--- src/rtl/bus_timer_pkg.sv ---
// Shared definitions for the bus timer: register offsets, CTRL field layout,
// MTIMECMP reset value and a byte-lane write-merge helper.
// No ports; imported by bus_timer and bus_timer_prescaler.
package bus_timer_pkg;

    // Word offsets decoded from dev_addr_i[4:2]; 5-7 are unmapped.
    typedef enum logic [2:0] {
        REG_CTRL        = 3'd0,
        REG_MTIME_LO    = 3'd1,
        REG_MTIME_HI    = 3'd2,
        REG_MTIMECMP_LO = 3'd3,
        REG_MTIMECMP_HI = 3'd4
    } reg_off_e;

    // CTRL field positions.
    localparam int unsigned CTRL_EN_BIT       = 0;
    localparam int unsigned CTRL_PRESCALE_LSB = 8;

    // Compare value out of reset is the maximum so the interrupt stays quiet.
    localparam logic [63:0] MTIMECMP_RST = 64'hFFFF_FFFF_FFFF_FFFF;

    // Replace only the byte lanes whose enable is set.
    function automatic logic [31:0] merge_be(input logic [31:0] old_val,
                                             input logic [31:0] wdata,
                                             input logic [3:0]  be);
        logic [31:0] res;
        res = old_val;
        for (int b = 0; b < 4; b++) begin
            if (be[b]) begin
                res[8*b +: 8] = wdata[8*b +: 8];
            end
        end
        return res;
    endfunction

endpackage

--- src/rtl/bus_timer_prescaler.sv ---
// Prescaler: counts enabled cycles and emits a tick when the count equals prescale_i.
// Latency: tick_o is combinational from the registered count; counter updates on clk_i.
// No backpressure. Ports: clk_i, rst_ni, enable_i, prescale_i, clear_i (CTRL write), tick_o.
module bus_timer_prescaler
    import bus_timer_pkg::*;
#(
    parameter int unsigned PrescaleWidth = 8
) (
    input  logic                     clk_i,
    input  logic                     rst_ni,
    input  logic                     enable_i,
    input  logic [PrescaleWidth-1:0] prescale_i,
    input  logic                     clear_i,
    output logic                     tick_o
);

    logic [PrescaleWidth-1:0] cnt_q, cnt_d;
    logic                     at_limit;

    assign at_limit = (cnt_q == prescale_i);

    // A CTRL write restarts the period and suppresses any tick in that cycle.
    assign tick_o = enable_i && !clear_i && at_limit;

    always_comb begin
        cnt_d = cnt_q;
        if (clear_i) begin
            cnt_d = '0;
        end else if (enable_i) begin
            cnt_d = at_limit ? '0 : cnt_q + 1'b1;
        end
    end

    always_ff @(posedge clk_i or negedge rst_ni) begin
        if (!rst_ni) begin
            cnt_q <= '0;
        end else begin
            cnt_q <= cnt_d;
        end
    end

endmodule

--- src/rtl/bus_timer.sv ---
// Memory-mapped 64-bit machine timer with compare interrupt (CTRL, MTIME, MTIMECMP).
// Latency: every request answered exactly one cycle later; irq registered one cycle behind state.
// No backpressure: requests always accepted. Ports: clk_i, rst_ni, dev_* bus, timer_irq_o.
module bus_timer
    import bus_timer_pkg::*;
#(
    parameter int unsigned DataWidth     = 32,  // only 32 is supported
    parameter int unsigned AddressWidth  = 32,
    parameter int unsigned PrescaleWidth = 8
) (
    input  logic                      clk_i,
    input  logic                      rst_ni,
    input  logic                      dev_req_i,
    input  logic [AddressWidth-1:0]   dev_addr_i,
    input  logic                      dev_we_i,
    input  logic [DataWidth/8-1:0]    dev_be_i,
    input  logic [DataWidth-1:0]      dev_wdata_i,
    output logic                      dev_rvalid_o,
    output logic [DataWidth-1:0]      dev_rdata_o,
    output logic                      dev_err_o,
    output logic                      timer_irq_o
);

    logic                     ctrl_en_q, ctrl_en_d;
    logic [PrescaleWidth-1:0] ctrl_presc_q, ctrl_presc_d;
    logic [63:0]              mtime_q, mtime_d;
    logic [63:0]              mtimecmp_q, mtimecmp_d;
    logic                     rvalid_q, err_q, irq_q;
    logic [DataWidth-1:0]     rdata_q, rdata_d;

    logic [2:0]               off;
    logic                     mapped;
    logic                     wr_en;
    logic                     ctrl_wr;
    logic                     tick;
    logic [DataWidth-1:0]     ctrl_word;
    logic [DataWidth-1:0]     reg_rdata;
    logic [DataWidth-1:0]     wr_merged;

    // Only the word offset is decoded; remaining address bits are ignored.
    logic unused_addr;
    assign unused_addr = ^{dev_addr_i[AddressWidth-1:5], dev_addr_i[1:0]};

    assign off     = dev_addr_i[4:2];
    assign mapped  = (off <= REG_MTIMECMP_HI);
    assign wr_en   = dev_req_i && dev_we_i && mapped;
    assign ctrl_wr = wr_en && (off == REG_CTRL);

    always_comb begin
        ctrl_word = '0;
        ctrl_word[CTRL_EN_BIT] = ctrl_en_q;
        ctrl_word[CTRL_PRESCALE_LSB +: PrescaleWidth] = ctrl_presc_q;
    end

    // Current register value at the addressed offset; doubles as the
    // "old value" for byte-lane merging on writes.
    always_comb begin
        reg_rdata = '0;
        case (off)
            REG_CTRL:        reg_rdata = ctrl_word;
            REG_MTIME_LO:    reg_rdata = mtime_q[31:0];
            REG_MTIME_HI:    reg_rdata = mtime_q[63:32];
            REG_MTIMECMP_LO: reg_rdata = mtimecmp_q[31:0];
            REG_MTIMECMP_HI: reg_rdata = mtimecmp_q[63:32];
            default:         reg_rdata = '0;
        endcase
    end

    assign wr_merged = merge_be(reg_rdata, dev_wdata_i, dev_be_i);

    bus_timer_prescaler #(
        .PrescaleWidth (PrescaleWidth)
    ) u_prescaler (
        .clk_i      (clk_i),
        .rst_ni     (rst_ni),
        .enable_i   (ctrl_en_q),
        .prescale_i (ctrl_presc_q),
        .clear_i    (ctrl_wr),
        .tick_o     (tick)
    );

    // A bus write to either MTIME half overrides the tick increment entirely.
    always_comb begin
        ctrl_en_d    = ctrl_en_q;
        ctrl_presc_d = ctrl_presc_q;
        mtime_d      = tick ? mtime_q + 64'd1 : mtime_q;
        mtimecmp_d   = mtimecmp_q;
        if (wr_en) begin
            case (off)
                REG_CTRL: begin
                    ctrl_en_d    = wr_merged[CTRL_EN_BIT];
                    ctrl_presc_d = wr_merged[CTRL_PRESCALE_LSB +: PrescaleWidth];
                end
                REG_MTIME_LO:    mtime_d    = {mtime_q[63:32], wr_merged};
                REG_MTIME_HI:    mtime_d    = {wr_merged, mtime_q[31:0]};
                REG_MTIMECMP_LO: mtimecmp_d = {mtimecmp_q[63:32], wr_merged};
                REG_MTIMECMP_HI: mtimecmp_d = {wr_merged, mtimecmp_q[31:0]};
                default: ;
            endcase
        end
    end

    assign rdata_d = (dev_req_i && !dev_we_i && mapped) ? reg_rdata : '0;

    always_ff @(posedge clk_i or negedge rst_ni) begin
        if (!rst_ni) begin
            ctrl_en_q    <= 1'b0;
            ctrl_presc_q <= '0;
            mtime_q      <= '0;
            mtimecmp_q   <= MTIMECMP_RST;
            rvalid_q     <= 1'b0;
            err_q        <= 1'b0;
            rdata_q      <= '0;
            irq_q        <= 1'b0;
        end else begin
            ctrl_en_q    <= ctrl_en_d;
            ctrl_presc_q <= ctrl_presc_d;
            mtime_q      <= mtime_d;
            mtimecmp_q   <= mtimecmp_d;
            rvalid_q     <= dev_req_i;
            err_q        <= dev_req_i && !mapped;
            rdata_q      <= rdata_d;
            irq_q        <= (mtime_q >= mtimecmp_q);
        end
    end

    assign dev_rvalid_o = rvalid_q;
    assign dev_err_o    = err_q;
    assign dev_rdata_o  = rdata_q;
    assign timer_irq_o  = irq_q;

endmodule
--- config.mk ---
export PLATFORM = sky130hd
export DESIGN_NAME = bus_timer
export DESIGN_NICKNAME = d
export VERILOG_FILES = /design/src/rtl/bus_timer_pkg.sv /design/src/rtl/bus_timer_prescaler.sv /design/src/rtl/bus_timer.sv
export SDC_FILE = /design/constraint.sdc
export NUM_CORES = 1
export LEC_CHECK = 0
export BUFFER_PORTS_ARGS = -buffer_cell sky130_fd_sc_hd__buf_2
export CORE_ASPECT_RATIO = 1.2
export CORE_MARGIN = 2
export CORE_UTILIZATION = 50
export CTS_CLUSTER_SIZE = 14
export DETAILED_ROUTE_END_ITERATION = 8
export HOLD_SLACK_MARGIN = 0.05
export PLACE_DENSITY_LB_ADDON = 0.25
export SYNTH_ARGS = -nofsm -noshare
export SYNTH_HDL_FRONTEND = slang
export SYNTH_SLANG_ARGS = --single-unit
--- constraint.sdc ---
create_clock -name clk_i -period 2.66 [get_ports clk_i]
set_input_delay 0.798 -clock clk_i [delete_from_list [all_inputs] [get_ports clk_i]]
set_output_delay 0.798 -clock clk_i [all_outputs]
set_load 0.02 [all_outputs]
==> impl_results.md, run 1 <==
- DRT antenna net count: 0
- Worst slew pin tran: 0.862 ns
- Top FF cell, synth: dfrtp_1
- Row count: 61
- R2r startpoint: mtimecmp_q[30]
- Peak supply drop: 0.407 mV
- Mapped cell area: 11800 µm²
- Number of port buffers: 77
- Die Y: 172 µm
- Unrepaired setup endpoints after global routing: true
- Setup Fix Bufs, Post-CTS: 0
- # nets final: 1611
- CP max stage delay: 0.56 ns
- Period minus WS final: 2.75 ns
- Vias in the first global route: 10984
- Slew headroom: 0.424
- Total track usage: 0.326
- Wire per inst: 21.8 µm
- Clk_skew: 0.0124 ns
- Slowest CP cell: dfstp_2
- Largest net degree at the start of global routing: 55
- Crit path buf inv count: 3
- Yosys Warn Count: 0
- Clock sink count: 180
- # fillers: 2049
- Share of cells above drive strength 1: 0.291
- Number of synthesized flops with an enable pin: 0
- CTS tree: built
- Critical path startpoint category: flop
- DRC: 0
- Cells along the critical path: inv_1 -> ha_1 -> nand4_1 -> nor4bb_1 -> buf_4 -> nand2_1 -> a211oi_1 -> o41ai_2 -> buf_4 -> nand2_1
- Register-to-register setup slack: -0.09 ns
- WP data arrival: 3.13 ns
- Delay-heaviest family, CP: simple AND/OR/NAND/NOR gates
- Status: complete, but fails checks
- DR iter-0 viols: 1216
- Hpwl dp: 29300 µm
- Fin. Hold Viols: 0
- Routed wire length: 39200 µm
- Die ar.: 24800 µm²
- FF-to-FF path depth: 10
- Syn Nets: 1414
- Num CTS Buffers: 17
- Initial Utilization: 0.508
- First-pass GRT wire length: 61300 µm
- Max Clk Rate: 363 MHz
- Setup violators final: 1
- Crit path kind: flop to flop
- Max-Cap Viols: 0
- CTS Buffer Depth: 2
- Insertion delay of the later-clocked pin in the worst-skew pair: 0.45 ns
- Static Leak: 6.48 nW
- Worst-path clk slew: 0.08 ns
- Sum Neg Setup Slack: -0.0928 ns
- Fraction of registers with async set or reset after synthesis: 1.00
- Initial antenna violation count: 1
- DR vias: 11228
- Cells after synthesis: 1276
- Max-slew violation count: 0
- Crit-path max FO: 3
- Setup ws final: -0.0928 ns
- GRT Residual Overflow: 0
- Leading cell type in the layout, fill and taps excluded: buf_4
- Die width: 144 µm
- Area Overhead vs Synth: 22.3%
- Pwr Density: 740 nW/µm²
- CTS Root Cell: clkbuf_16
- Distinct cells, synth: 74
- Yosys reg bits: 180
- Commonest cells after routing, fill and taps aside: buf_4 (169), dfrtp_1 (116), nand2_1 (109)
- Failing checks: negative setup slack
- Crit. End Element: flop
- Critical Path RT: 3.04 ns
- Register area share after synthesis: 0.389
- Period utilization: 1.03
- Max H-tree Level: 4
- HP Class: primary input to asynchronous set/reset pin
- R2r endpoint: timer_irq_o
- Core ar.: 23200 µm²
- Drt first pass iters: 6
- Vias per inst: 6.23
- Total I/O pin count: 107
- GP Congestion: 1.01
- Tot Pwr: 10.7 mW
- Avg Synthesized Cell Area: 9.23 µm²
-- metrics by stage --
step	setup slack (ns)	cells	hold WS, ns	area, µm²	util
after floorplan	-0.0263	1276	0.465	11800	-
after global placement	-0.247	1769	0.474	13800	0.594
after detailed placement	-0.270	1769	0.485	13800	0.594
after CTS	0.0253	1801	0.322	14400	0.620
after global routing	-0.0624	1802	0.337	14400	0.621
final	-0.0928	1802	0.319	14400	0.621
-- power by group --
part	switching (mW)	internal (mW)	leakage (nW)
Sequential	0.682	3.48	2.16
Combinational	2.08	1.74	4.02
Clock	1.25	1.43	0.297
-- timing repair --
action / in CTS / in global routing
pin swaps: 1 / 1
hold buffers: 0 / 0
setup endpoints to repair: 1 / 14
gates resized for setup: 1 / 5
-- state kept, by name, summed over array words and instances, names as in the netlist --
name / cells
ctrl_en_q: 1
mtime_q: 64
ctrl_presc_q: 8
dev_rdata_o: 32
timer_irq_o: 1
u_prescaler.cnt_q: 8
dev_rvalid_o: 1
dev_err_o: 1
mtimecmp_q: 64
-- worst max path at each step --
stage                        start  slack (ns)     endpoint  depth (start not counted)
floorplan            dev_addr_i[4]       -0.03  mtime_q[49]                          6
finish              mtimecmp_q[30]       -0.09  timer_irq_o                         10
global placement     dev_addr_i[4]       -0.25  mtime_q[19]                          7
CTS                 mtimecmp_q[35]        0.03  timer_irq_o                         10
global route        mtimecmp_q[22]       -0.06  timer_irq_o                         10
detailed placement       dev_req_i       -0.27  mtime_q[37]                          8
-- cells by family after synthesis --
| logic type | count (synthesis) | synth area share |
|---|---|---|
| fa+ha+maj | 66 | 0.0701 |
| compound gates | 297 | 0.177 |
| flops | 180 | 0.389 |
| mux | 125 | 0.112 |
| xor+xnor | 10 | 0.0106 |
| simple gates | 419 | 0.184 |
| buf+inv | 179 | 0.0580 |
-- cell type report --
cell class | instances | area [µm²] | share of cell area
Multi-Input combinational cell | 917 | 6580 | 0.456
Clock inverter | 15 | 183 | 0.0127
Tap cell | 315 | 394 | 0.0274
Timing Repair Buffer | 256 | 1860 | 0.129
Clock buffer | 17 | 425 | 0.0295
Antenna cell | 1 | 2.50 | 0.000174
Inverter | 101 | 379 | 0.0263
Sequential cell | 180 | 4580 | 0.318
-- per-layer routing --
layer,up-vias,wire [µm],track usage
li1,5108,-,-
met1,5461,15500,0.408
met2,544,19300,0.558
met3,115,2730,0.0510
met4,0,1680,0.146
met5,-,0,0
-- worst reg2reg max path, cell delays in order, from the launching register on --
cell and delay (ns):
dfstp_2 0.56, inv_1 0.05, ha_1 0.31, nand4_1 0.23, nor4bb_1 0.48, buf_4 0.22, nand2_1 0.08, a211oi_1 0.43
o41ai_2 0.12, buf_4 0.15, nand2_1 0.07
-- Yosys cell counts (5+ instances only) --
library cell  instances  area share
nor2b_1              14      0.0074
and3_1               14      0.0074
o31a_1                5      0.0037
nor4_1               21       0.011
a31oi_1               8      0.0042
nor2_1               83       0.026
xnor2_2               5      0.0069
nand4_1              27       0.014
mux2_2               54       0.052
o22a_1               19       0.014
and2_1               14      0.0074
mux2i_1              71       0.060
nand3b_1              8      0.0051
nand3_1              46       0.020
a211oi_1              8      0.0051
or4_1                 7      0.0045
a22oi_1              33       0.021
nand2b_1              7      0.0037
dfstp_2              64        0.14
o311ai_0             10      0.0074
nand2_1             109       0.035
o21ai_0              62       0.026
a2bb2oi_1            10      0.0074
clkbuf_1             56       0.018
a21oi_1              42       0.018
nor3_1               33       0.014
and4_1               12      0.0089
o31ai_1               6      0.0038
inv_1               101       0.032
o211ai_1             13      0.0083
dfrtp_1             116        0.25
a311oi_1             10      0.0074
buf_2                 9      0.0038
buf_1                13      0.0041
o22ai_1              19       0.010
ha_1                 66       0.070
No activity file was read; power rests on OpenSTA's default activity.
==> run 2, diff against run 1 <==
--- a/config.mk
+++ b/config.mk
@@ -5,7 +5,7 @@
 export SDC_FILE = /design/constraint.sdc
 export NUM_CORES = 1
 export LEC_CHECK = 0
-export BUFFER_PORTS_ARGS = -buffer_cell sky130_fd_sc_hd__buf_2
+export BUFFER_PORTS_ARGS = -buffer_cell sky130_fd_sc_hd__clkbuf_2
 export CORE_ASPECT_RATIO = 1.2
 export CORE_MARGIN = 2
 export CORE_UTILIZATION = 50
==> impl_results.md, run 2 (same netlist as run 1, synthesis figures left out) <==
- Status: complete, no violations (was complete, but fails checks)
- DR iter-0 viols: 1292 (was 1216)
- Crit. End Element: flop (unchanged)
- Max Clk Rate: 392 MHz (was 363 MHz)
- Clk_skew: 0.0121 ns (was 0.0124 ns)
- CP max stage delay: 0.63 ns (was 0.56 ns)
- Setup ws final: 0.112 ns (was -0.0928 ns)
- Initial Utilization: 0.508 (unchanged)
- Period minus WS final: 2.55 ns (was 2.75 ns)
- Die width: 144 µm (unchanged)
- Die Y: 172 µm (unchanged)
- Total track usage: 0.324 (was 0.326)
- DRC: 0 (unchanged)
- Initial antenna violation count: 0 (was 1)
- Critical Path RT: 2.98 ns (was 3.04 ns)
- Insertion delay of the later-clocked pin in the worst-skew pair: 0.45 ns (about the same)
- First-pass GRT wire length: 61300 µm (about the same)
- Row count: 61 (unchanged)
- Cells along the critical path: xnor2_2 -> nand4_1 -> or4b_1 -> or3_1 -> o311ai_0 (was inv_1 -> ha_1 -> nand4_1 -> nor4bb_1 -> buf_4 -> nand2_1 -> a211oi_1 -> o41ai_2 -> buf_4 -> nand2_1)
- Worst-path clk slew: 0.08 ns (about the same)
- Flop pwr share: 0.391 (was 0.390)
- Static Leak: 6.43 nW (was 6.48 nW)
- Max-Cap Viols: 0 (unchanged)
- Crit-path max FO: 4 (was 3)
- CTS tree: built (unchanged)
- Delay-heaviest family, CP: simple AND/OR/NAND/NOR gates (unchanged)
- Area Overhead vs Synth: 22.2% (was 22.3%)
- DR vias: 11299 (was 11228)
- Worst slew pin tran: 0.658 ns (was 0.862 ns)
- Diodes inserted: 0 (was 1)
- Num CTS Buffers: 17 (unchanged)
- Slowest CP cell: or4b_1 (was dfstp_2)
- Psw: 4.05 mW (was 4.01 mW)
- Setup Fix Bufs, Post-CTS: 0 (unchanged)
- Clock sink count: 180 (unchanged)
- Crit path kind: flop to flop (unchanged)
- Peak supply drop: 0.491 mV (was 0.407 mV)
- FF-to-FF path depth: 5 (was 10)
- Largest net degree at the start of global routing: 50 (was 55)
- Slew headroom: 0.561 (was 0.424)
- Unrepaired setup endpoints after global routing: false (was true)
- Total I/O pin count: 107 (unchanged)
- Placed Instances: 1761 (was 1769)
- Tot Pwr: 10.7 mW (about the same)
- Setup violators final: 0 (was 1)
- Core ar.: 23200 µm² (unchanged)
- Max-slew violation count: 0 (unchanged)
- Leading cell type in the layout, fill and taps excluded: buf_4 (unchanged)
- Crit path buf inv count: 0 (was 3)
- Crit path depth: 5 (was 10)
- Pwr Density: 740 nW/µm² (about the same)
- Fin cells: 1793 (was 1802)
- Clock power frac: 0.245 (was 0.252)
- GRT Residual Overflow: 0 (unchanged)
- Period utilization: 0.958 (was 1.03)
- Vias in the first global route: 11164 (was 10984)
- Drt first pass iters: 6 (unchanged)
- Sum Neg Setup Slack: 0 ns (was -0.0928 ns)
- CTS Buffer Depth: 2 (unchanged)
- Commonest cells after routing, fill and taps aside: buf_4 (158), dfrtp_1 (116), nand2_1 (109) (was buf_4 (169), dfrtp_1 (116), nand2_1 (109))
- Hpwl dp: 28700 µm (was 29300 µm)
- Comb power frac: 0.364 (was 0.358)
- HP Class: primary input to asynchronous set/reset pin (unchanged)
- Number of port buffers: 77 (unchanged)
- Internal: 6.60 mW (was 6.65 mW)
- CTS Root Cell: clkbuf_16 (unchanged)
- GP Congestion: 1.01 (about the same)
- Vias per inst: 6.30 (was 6.23)
- Fin. Hold Viols: 0 (unchanged)
- Routed wire length: 39000 µm (was 39200 µm)
- Critical path startpoint category: flop (unchanged)
- Switching share of power: 0.380 (was 0.376)
- # nets final: 1603 (was 1611)
- DP Worst Slack: -0.313 ns (was -0.270 ns)
- Share of cells above drive strength 1: 0.290 (was 0.291)
- WP data arrival: 2.87 ns (was 3.13 ns)
- Wire per inst: 21.8 µm (about the same)
- Max H-tree Level: 4 (unchanged)
- DRT antenna net count: 0 (unchanged)
- Die ar.: 24800 µm² (unchanged)
run 2: worst register-to-register path: stages, from the launching register on:
cell	delay, ns
dfrtp_1	0.47
xnor2_2	0.27
nand4_1	0.23
or4b_1	0.63
or3_1	0.46
o311ai_0	0.36
run 2: timing repair:
item / CTS / global route
endpoints found under the setup margin: 1 / 5
gates cloned: 0 / 0
resized for setup: 3 / 8
hold buffers: 0 / 0
pin swaps: 0 / 0
run 2: path summary, 6_finish.rpt:
| kind | from | end | slack (ns) |
|---|---|---|---|
| min in group clk_i | mtimecmp_q[46] | mtimecmp_q[46] | 0.49 |
| worst max register to register | ctrl_presc_q[3] | mtime_q[19] | 0.11 |
| max in group asynchronous | rst_ni | mtimecmp_q[45] | 1.64 |
| worst min-delay path | rst_ni | dev_rdata_o[16] | 0.30 |
| worst min register to register | mtimecmp_q[46] | mtimecmp_q[46] | 0.49 |
| worst max-delay path | ctrl_presc_q[3] | mtime_q[19] | 0.11 |
run 2: power by group through the flow:
stage	clock network [mW]	registers (mW)	logic, mW
2_1_floorplan	0	4.07	2.22
3_3_place_gp	0	4.16	3.60
3_5_place_dp	0	4.18	3.74
4_1_cts	2.63	4.14	3.78
5_1_grt	2.74	4.24	4.28
6_report	2.61	4.17	3.88
run 2: stage by stage:
stage	area (µm²)	util	hold WS, ns
2_1_floorplan	11800	-	0.465
3_3_place_gp	13800	0.593	0.474
3_5_place_dp	13800	0.593	0.481
4_1_cts	14400	0.619	0.322
5_1_grt	14400	0.620	0.335
6_report	14400	0.620	0.303
run 2: routing by layer:
layer | vias up | share of wire | global-route usage
met2 | 590 | 0.48 | 0.540
met3 | 140 | 0.072 | 0.0493
met5 | - | 0 | 0
met4 | 0 | 0.055 | 0.177
met1 | 5469 | 0.39 | 0.403
li1 | 5100 | - | -
run 2: cell type report:
cell class	count	area [µm²]
fillers	1987	8810
multi-input cells	917	6610
flip-flops and latches	180	4580
repair buffers	248	1840
clock buffers	19	453
well taps	315	394
inverters	101	379
clock inverters	13	139
